### src/rtl/block_program_loader_pkg.sv
// block_program_loader_pkg: opcodes, FSM states and payload lengths shared by the program loader
package block_program_loader_pkg;

    localparam logic [7:0] LOADER_OP_WR_INSTR  = 8'h01;
    localparam logic [7:0] LOADER_OP_WR_REG    = 8'h02;
    localparam logic [7:0] LOADER_OP_SET_COUNT = 8'h03;
    localparam logic [7:0] LOADER_OP_HALT      = 8'h04;
    localparam logic [7:0] LOADER_OP_CLEAR_ERR = 8'h05;

    typedef enum logic [2:0] {
        S_IDLE,
        S_ADDR,
        S_SEL,
        S_ARG,
        S_PAYLOAD,
        S_EXEC
    } loader_state_t;

    // Index of the final payload byte: WR_INSTR carries 4 bytes, WR_REG carries 2
    function automatic logic [1:0] payload_last(input logic [7:0] op);
        return op == LOADER_OP_WR_INSTR ? 2'd3 : 2'd1;
    endfunction

endpackage

### src/rtl/block_program_loader_byte_assembler.sv
// block_program_loader_byte_assembler: packs little-endian payload bytes into a 32-bit word
//   clk, reset  : clock, synchronous active-high reset
//   clear       : restart the byte counter (held while not receiving payload)
//   shift_en    : accept byte_in this cycle
//   byte_in     : payload byte
//   word        : assembled word; first byte ends up in [7:0] after four shifts,
//                 and a two-byte payload sits in [31:16]
//   count       : number of payload bytes accepted so far
module block_program_loader_byte_assembler (
    input  logic        clk,
    input  logic        reset,
    input  logic        clear,
    input  logic        shift_en,
    input  logic [7:0]  byte_in,
    output logic [31:0] word,
    output logic [1:0]  count
);

    always_ff @(posedge clk) begin
        if (reset) begin
            word  <= '0;
            count <= '0;
        end else begin
            if (shift_en) word <= {byte_in, word[31:8]};
            count <= clear ? 2'd0 : shift_en ? count + 2'd1 : count;
        end
    end

endmodule

### src/rtl/block_program_loader.sv
// block_program_loader: assembles byte-serial commands and writes the block instruction/register RAMs
//   clk, reset            : clock, synchronous active-high reset
//   in_valid/in_ready     : command byte handshake, in_data is the byte
//   instr_write_*         : single-cycle instruction RAM write (en/addr/val)
//   reg_write_*           : single-cycle register RAM write (en/addr/sel/val)
//   n_blocks_running      : active block count, 0 = halted
//   last_block            : highest active block index
//   invalidate_reg_read   : pulse in the cycle after a register write
//   busy                  : command in progress
//   error                 : sticky error, cleared by reset or CLEAR_ERR
module block_program_loader
    import block_program_loader_pkg::*;
#(
    parameter  int data_width     = 16,
    parameter  int n_blocks       = 256,
    parameter  int n_block_regs   = 2,
    parameter  int timeout_cycles = 65535,
    localparam int aw = n_blocks > 1 ? $clog2(n_blocks) : 1,
    localparam int sw = n_block_regs > 1 ? $clog2(n_block_regs) : 1
) (
    input  logic                  clk,
    input  logic                  reset,
    input  logic                  in_valid,
    output logic                  in_ready,
    input  logic [7:0]            in_data,
    output logic                  instr_write_en,
    output logic [aw-1:0]         instr_write_addr,
    output logic [31:0]           instr_write_val,
    output logic                  reg_write_en,
    output logic [aw-1:0]         reg_write_addr,
    output logic [sw-1:0]         reg_write_sel,
    output logic [data_width-1:0] reg_write_val,
    output logic [aw-1:0]         n_blocks_running,
    output logic [aw-1:0]         last_block,
    output logic                  invalidate_reg_read,
    output logic                  busy,
    output logic                  error
);

    localparam int tw = $clog2(timeout_cycles + 1);

    loader_state_t         state, state_n;
    logic [7:0]            op, addr_b, sel_b, arg;
    logic [tw-1:0]         tmo;
    logic [31:0]           word;
    logic [1:0]            count;
    logic [aw-1:0]         ia_q, ra_q;
    logic [31:0]           iv_q;
    logic [sw-1:0]         rs_q;
    logic [data_width-1:0] rv_q;
    logic                  hs, exec, waiting, expire, known_op, bad_op;
    logic                  addr_ok, sel_ok, cnt_ok, bad_cmd;

    assign in_ready = state != S_EXEC;
    assign hs       = in_valid && in_ready;
    assign busy     = state != S_IDLE;
    assign exec     = state == S_EXEC;
    assign waiting  = busy && !exec;
    // A handshake in the expiry cycle keeps the command alive
    assign expire   = waiting && !hs && tmo == tw'(timeout_cycles - 1);
    assign known_op = in_data inside {[LOADER_OP_WR_INSTR:LOADER_OP_CLEAR_ERR]};
    assign bad_op   = state == S_IDLE && hs && !known_op;

    // Range checks use the full byte; only then are high bits dropped
    assign addr_ok = 32'(addr_b) < n_blocks;
    assign sel_ok  = 32'(sel_b) < n_block_regs;
    assign cnt_ok  = 32'(arg) <= n_blocks;
    assign bad_cmd = (op == LOADER_OP_WR_INSTR && !addr_ok) ||
                     (op == LOADER_OP_WR_REG && !(addr_ok && sel_ok)) ||
                     (op == LOADER_OP_SET_COUNT && !cnt_ok);

    // Strobes are live during EXEC; address/value show the new write then and hold afterwards
    assign instr_write_en   = exec && op == LOADER_OP_WR_INSTR && addr_ok;
    assign reg_write_en     = exec && op == LOADER_OP_WR_REG && addr_ok && sel_ok;
    assign instr_write_addr = instr_write_en ? addr_b[aw-1:0] : ia_q;
    assign instr_write_val  = instr_write_en ? word : iv_q;
    assign reg_write_addr   = reg_write_en ? addr_b[aw-1:0] : ra_q;
    assign reg_write_sel    = reg_write_en ? sel_b[sw-1:0] : rs_q;
    assign reg_write_val    = reg_write_en ? word[31 -: data_width] : rv_q;

    block_program_loader_byte_assembler u_asm (
        .clk      (clk),
        .reset    (reset),
        .clear    (state != S_PAYLOAD),
        .shift_en (state == S_PAYLOAD && hs),
        .byte_in  (in_data),
        .word     (word),
        .count    (count)
    );

    always_comb begin
        state_n = state;
        case (state)
            S_IDLE:    if (hs) state_n = in_data inside {LOADER_OP_WR_INSTR, LOADER_OP_WR_REG} ? S_ADDR :
                                         in_data == LOADER_OP_SET_COUNT ? S_ARG :
                                         known_op ? S_EXEC : S_IDLE;
            S_ADDR:    if (hs) state_n = op == LOADER_OP_WR_REG ? S_SEL : S_PAYLOAD;
            S_SEL:     if (hs) state_n = S_PAYLOAD;
            S_ARG:     if (hs) state_n = S_EXEC;
            S_PAYLOAD: if (hs && count == payload_last(op)) state_n = S_EXEC;
            default:   state_n = S_IDLE;
        endcase
        if (expire) state_n = S_IDLE;
    end

    always_ff @(posedge clk) begin
        if (reset) begin
            state               <= S_IDLE;
            op                  <= '0;
            addr_b              <= '0;
            sel_b               <= '0;
            arg                 <= '0;
            tmo                 <= '0;
            ia_q                <= '0;
            iv_q                <= '0;
            ra_q                <= '0;
            rs_q                <= '0;
            rv_q                <= '0;
            n_blocks_running    <= '0;
            last_block          <= '0;
            invalidate_reg_read <= 1'b0;
            error               <= 1'b0;
        end else begin
            state <= state_n;
            tmo   <= (hs || !waiting) ? '0 : tmo + tw'(1);
            if (state == S_IDLE && hs) op <= in_data;
            if (state == S_ADDR && hs) addr_b <= in_data;
            if (state == S_SEL && hs) sel_b <= in_data;
            if (state == S_ARG && hs) arg <= in_data;
            if (instr_write_en) begin
                ia_q <= instr_write_addr;
                iv_q <= instr_write_val;
            end
            if (reg_write_en) begin
                ra_q <= reg_write_addr;
                rs_q <= reg_write_sel;
                rv_q <= reg_write_val;
            end
            invalidate_reg_read <= reg_write_en;
            if (exec && op == LOADER_OP_SET_COUNT && cnt_ok) begin
                n_blocks_running <= aw'(arg);
                if (arg != 8'd0) last_block <= aw'(arg - 8'd1);
            end
            if (exec && op == LOADER_OP_HALT) n_blocks_running <= '0;
            error <= (exec && op == LOADER_OP_CLEAR_ERR) ? 1'b0 :
                     (bad_op || expire || (exec && bad_cmd)) ? 1'b1 : error;
        end
    end

endmodule

### config.mk
export PLATFORM = sky130hd
export DESIGN_NAME = block_program_loader
export DESIGN_NICKNAME = d
export VERILOG_FILES = /design/src/rtl/block_program_loader_pkg.sv /design/src/rtl/block_program_loader_byte_assembler.sv /design/src/rtl/block_program_loader.sv
export SDC_FILE = /design/constraint.sdc
export NUM_CORES = 1
export LEC_CHECK = 0
export ABC_AREA = 1
export CAP_MARGIN = 20
export CORE_ASPECT_RATIO = 0.8
export CORE_MARGIN = 2
export CORE_UTILIZATION = 28
export DETAILED_ROUTE_END_ITERATION = 8
export GPL_TIMING_DRIVEN = 0
export MAX_ROUTING_LAYER = met4
export PLACE_DENSITY_LB_ADDON = 0.08
export SYNTH_ARGS = -nofsm -noshare
export SYNTH_HDL_FRONTEND = slang
export SYNTH_HIERARCHICAL = 1
export SYNTH_SLANG_ARGS = --single-unit
### constraint.sdc
create_clock -name clk -period 1.95 [get_ports clk]
set_input_delay 0.585 -clock clk [delete_from_list [all_inputs] [get_ports clk]]
set_output_delay 0.585 -clock clk [all_outputs]
set_load 0.01 [all_outputs]
==> results.yml <==
place:
  dp.cells: 1361
  hpwlAfterDp_um: 14400
  pre_cts_ws_ns: -0.995
  io_buffers: 97
  place_area_um2: 8190
  gp_congestion: 0.828
global_route:
  grt_max_degree: 17
  antenna_found_initial: 0
  overflow: 0
  grt_pass1_wl_um: 32600
  grt_use_total_pct: 17.1
  grt_pass1_vias: 5756
power:
  pwr-share-comb_pct: 4.3
  power.total_w: 0.00756
  power_frac_seq_pct: 46.5
  power_leakage_nw: 4.60
  power_per_cell_area_nw_per_um2: 748
  clock_power_share_pct: 49.2
  p_sw_w: 0.00173
  peakVddDrop_v: 0.000486
  p_int_w: 0.00582
  switching_share_pct: 22.9
sta:
  fmax_mhz: 391
  min_period_over_period_pct: 131
  post-route-min-period_ns: 2.56
  finalHoldViolCount: 0
  maxSlewViolCount: 0
  worst_pin_slew_ns: 0.753
  rsz0062_at_grt: "true"
  worst_slack_ns: -0.609
  fin_hold_ws_ns: 0.462
  skew_ns: 0.0211
  setup_viol: 67
  slew_headroom_pct: 49.8
final_layout:
  drive_gt1_share_pct: 31.2
  diodes: 0
  fin_area_um2: 10100
  syn_to_final_growth_pct: 48.1
  fin_cells: 1438
  fill_cells: 2522
  nNetsFinal: 1122
detailed_routing:
  wirelength_um: 20900
  final_antenna_net_count: 0
  drt_iter0_markers: 318
  routedWlPerCell_um: 14.6
  vias: 6259
  first_pass_iters: 4
  vias_per_cell: 4.35
  drc_errors: 0
flow_run:
  cap_violations: 0
cts:
  cts_tree: "built"
  clock-root-buffer: "clkbuf_16"
  clock_latency_ns: 0.43
  clk_pin_slew_ns: 0.07
  cts_max_path_buffers: 2
  h-tree-depth: 4
  numClockSinks: 168
  hold_buffers: 0
  cts_inserted_buffers: 17
synth:
  yosysWarnings: 6
  yosysTopAreaCell: "dfxtp_1"
  synth_top_area_share_pct: 49.3
  syn_area_per_cell_um2: 7.21
  synth_cells: 946
  synth_area_leaders: "dfxtp_1 49%, nand2_1 12%, nor2_1 8.5%"
  ys_types: 36
  syn_nets: 961
  synth.ff_latch_count: 168
  ys_seq_area_share_pct: 49.3
  synth_area_um2: 6820
run_status:
  violations: "negative setup slack"
  outcome: "finished with violations"
critical_path:
  r2r-start: "sel_b[1]$_SDFFE_PP0P_"
  critPathCaptureType: "primary output"
  r2r-end: "ra_q[0]$_SDFFE_PP0P_"
  arrival_ns: 1.97
  r2r_cells: 12
  crit_required_ns: 1.36
  path_class: "flop to primary output"
  crit_path_start_kind: "flop"
  path_max_fanout: 6
  reg2reg_setup_slack_ns: 0.13
die:
  coreArea_um2: 24100
  die_area_um2: 25600
  ioPinCount: 98
  dieWidth_um: 179
  die_y_um: 144
  placementRows: 51
  initial_utilization_pct: 28.3
worst_hold_path:
  worstHoldStart: "iv_q[20]$_SDFFE_PP0P_"
  hold_class: "flop to flop"
  whs_path_depth: 2
  hold_path_end: "iv_q[20]$_SDFFE_PP0P_"
-- per-stage QoR --
| stage | TNS, ns | util [%] |
|---|---|---|
| final | -34.16 | 41.9 |
| after global routing | -41.86 | 41.9 |
| after CTS | -36.30 | 40.5 |
| after detailed placement | -115.64 | 34.0 |
| after global placement | -120.44 | 34.0 |
| after floorplan | 0 | - |
-- critical path, cell delays in order (launching register included) --
cell and delay, ns:
dfxtp_2 0.33, nor3_2 0.18, nand3_2 0.14, inv_2 0.10, nand3_4 0.13, buf_12 0.19, clkbuf_16 0.17, o21ai_4 0.16
inv_2 0.05, buf_6 0.11
-- sequential cells by signal, summed over array words and instances, names as in the netlist --
name                 count
sel_b                    8
rv_q                    16
rs_q                     1
tmo                     16
ra_q                     8
last_block               8
addr_b                   8
op                       8
iv_q                    32
arg                      8
n_blocks_running         8
invalidate_reg_read      1
error                    1
u_asm/count              2
state                    3
u_asm/word              32
ia_q                     8
-- layout make-up --
| cell class | count | area [um^2] | share of cell area [%] |
|---|---|---|---|
| clock inverter | 12 | 188 | 1.86 |
| multi-input combinational | 631 | 3490 | 34.5 |
| inverter | 108 | 428 | 4.23 |
| buffer | 38 | 403 | 3.99 |
| tap | 318 | 398 | 3.94 |
| clock buffer | 20 | 457 | 4.52 |
| timing repair buffer | 143 | 1370 | 13.6 |
| sequential | 168 | 3380 | 33.4 |
-- cells by family after synthesis --
family	count (synthesis)	share of synthesized area (%)
AO/OA/AOI/OAI	195	14.7
XOR/XNOR	8	1.03
adder cells (fa/ha/maj)	4	0.733
buffers and inverters	147	9.20
flip-flops	168	49.3
AND/OR/NAND/NOR	424	25.0
-- cells in the mapped netlist (all sizes together) --
cell and count:
a31oi 2, inv 107, o31ai 1, ha 4, xnor2 2, nor3b 2
clkbuf 17, o211ai 1, xor2 6, or2 1, dfxtp 168, a211oi 1
nor4 1, nand4 4, nor3 13, a21oi 86, buf 22, clkinv 1
or3 1, nor2 159, nand2 223, o21ai 104, nand3 20
-- worst max-delay path by stage --
stage	from	end	depth (start not counted)
2_1_floorplan	state[0]$_SDFFE_PP0P_	reg_write_val[7]	8
3_3_place_gp	op[7]$_SDFFE_PP0P_	instr_write_val[26]	10
3_5_place_dp	op[7]$_SDFFE_PP0P_	instr_write_val[25]	10
4_1_cts	sel_b[3]$_SDFFE_PP0P_	reg_write_val[0]	9
5_1_grt	op[0]$_SDFFE_PP0P_	instr_write_val[23]	11
6_report	sel_b[1]$_SDFFE_PP0P_	reg_write_val[4]	9
-- timing repair --
action | 4_1_cts | 5_1_grt
pin swaps | 18 | 17
cloned | 8 | 1
setup endpoints to repair | 140 | 112
gates resized for setup | 516 | 82
setup buffers | 29 | 8
-- power groups by stage --
stage | Combinational [W] | Clock (W) | Sequential (W)
floorplan | 0.000165 | 0 | 0.00357
global route | 0.000360 | 0.00396 | 0.00352
global placement | 0.000273 | 0 | 0.00359
CTS | 0.000308 | 0.00382 | 0.00351
finish | 0.000324 | 0.00372 | 0.00351
detailed placement | 0.000273 | 0 | 0.00358
-- per-layer routing --
metal  vias to the layer above  part of all wire [%]  global-route usage, %  routed length, um
li1                       3305                     -                      -                  -
met1                      2879                    55                   25.6              11500
met2                        73                    41                   23.4               8650
met3                         2                   3.7                   3.86                769
met4                         0                  0.34                   3.21                 71
met5                         -                     0                      -                  0
-- layout by cell type (no fill, tap or decap), types with 5 or more instances in the layout --
| cell | Yosys | layout |
|---|---|---|
| nand3_1 | 19 | 18 |
| buf_2 | 14 | 40 |
| clkdlybuf4s50_1 | 0 | 27 |
| dfxtp_2 | 0 | 5 |
| dfxtp_1 | 168 | 161 |
| o21ai_0 | 89 | 74 |
| buf_8 | 0 | 6 |
| buf_4 | 0 | 30 |
| nor2_4 | 1 | 6 |
| nand2_2 | 3 | 63 |
| clkbuf_16 | 0 | 23 |
| inv_1 | 102 | 75 |
| nand2_4 | 1 | 23 |
| xor2_1 | 6 | 6 |
| nand2_1 | 219 | 137 |
| clkbuf_1 | 17 | 5 |
| clkbuf_2 | 0 | 9 |
| a21oi_1 | 85 | 85 |
| o21ai_4 | 0 | 25 |
| buf_6 | 7 | 48 |
| inv_2 | 4 | 30 |
| nor3_1 | 12 | 10 |
| buf_12 | 0 | 5 |
| nor2_1 | 154 | 150 |
No activity file was read; power rests on OpenSTA's default activity.
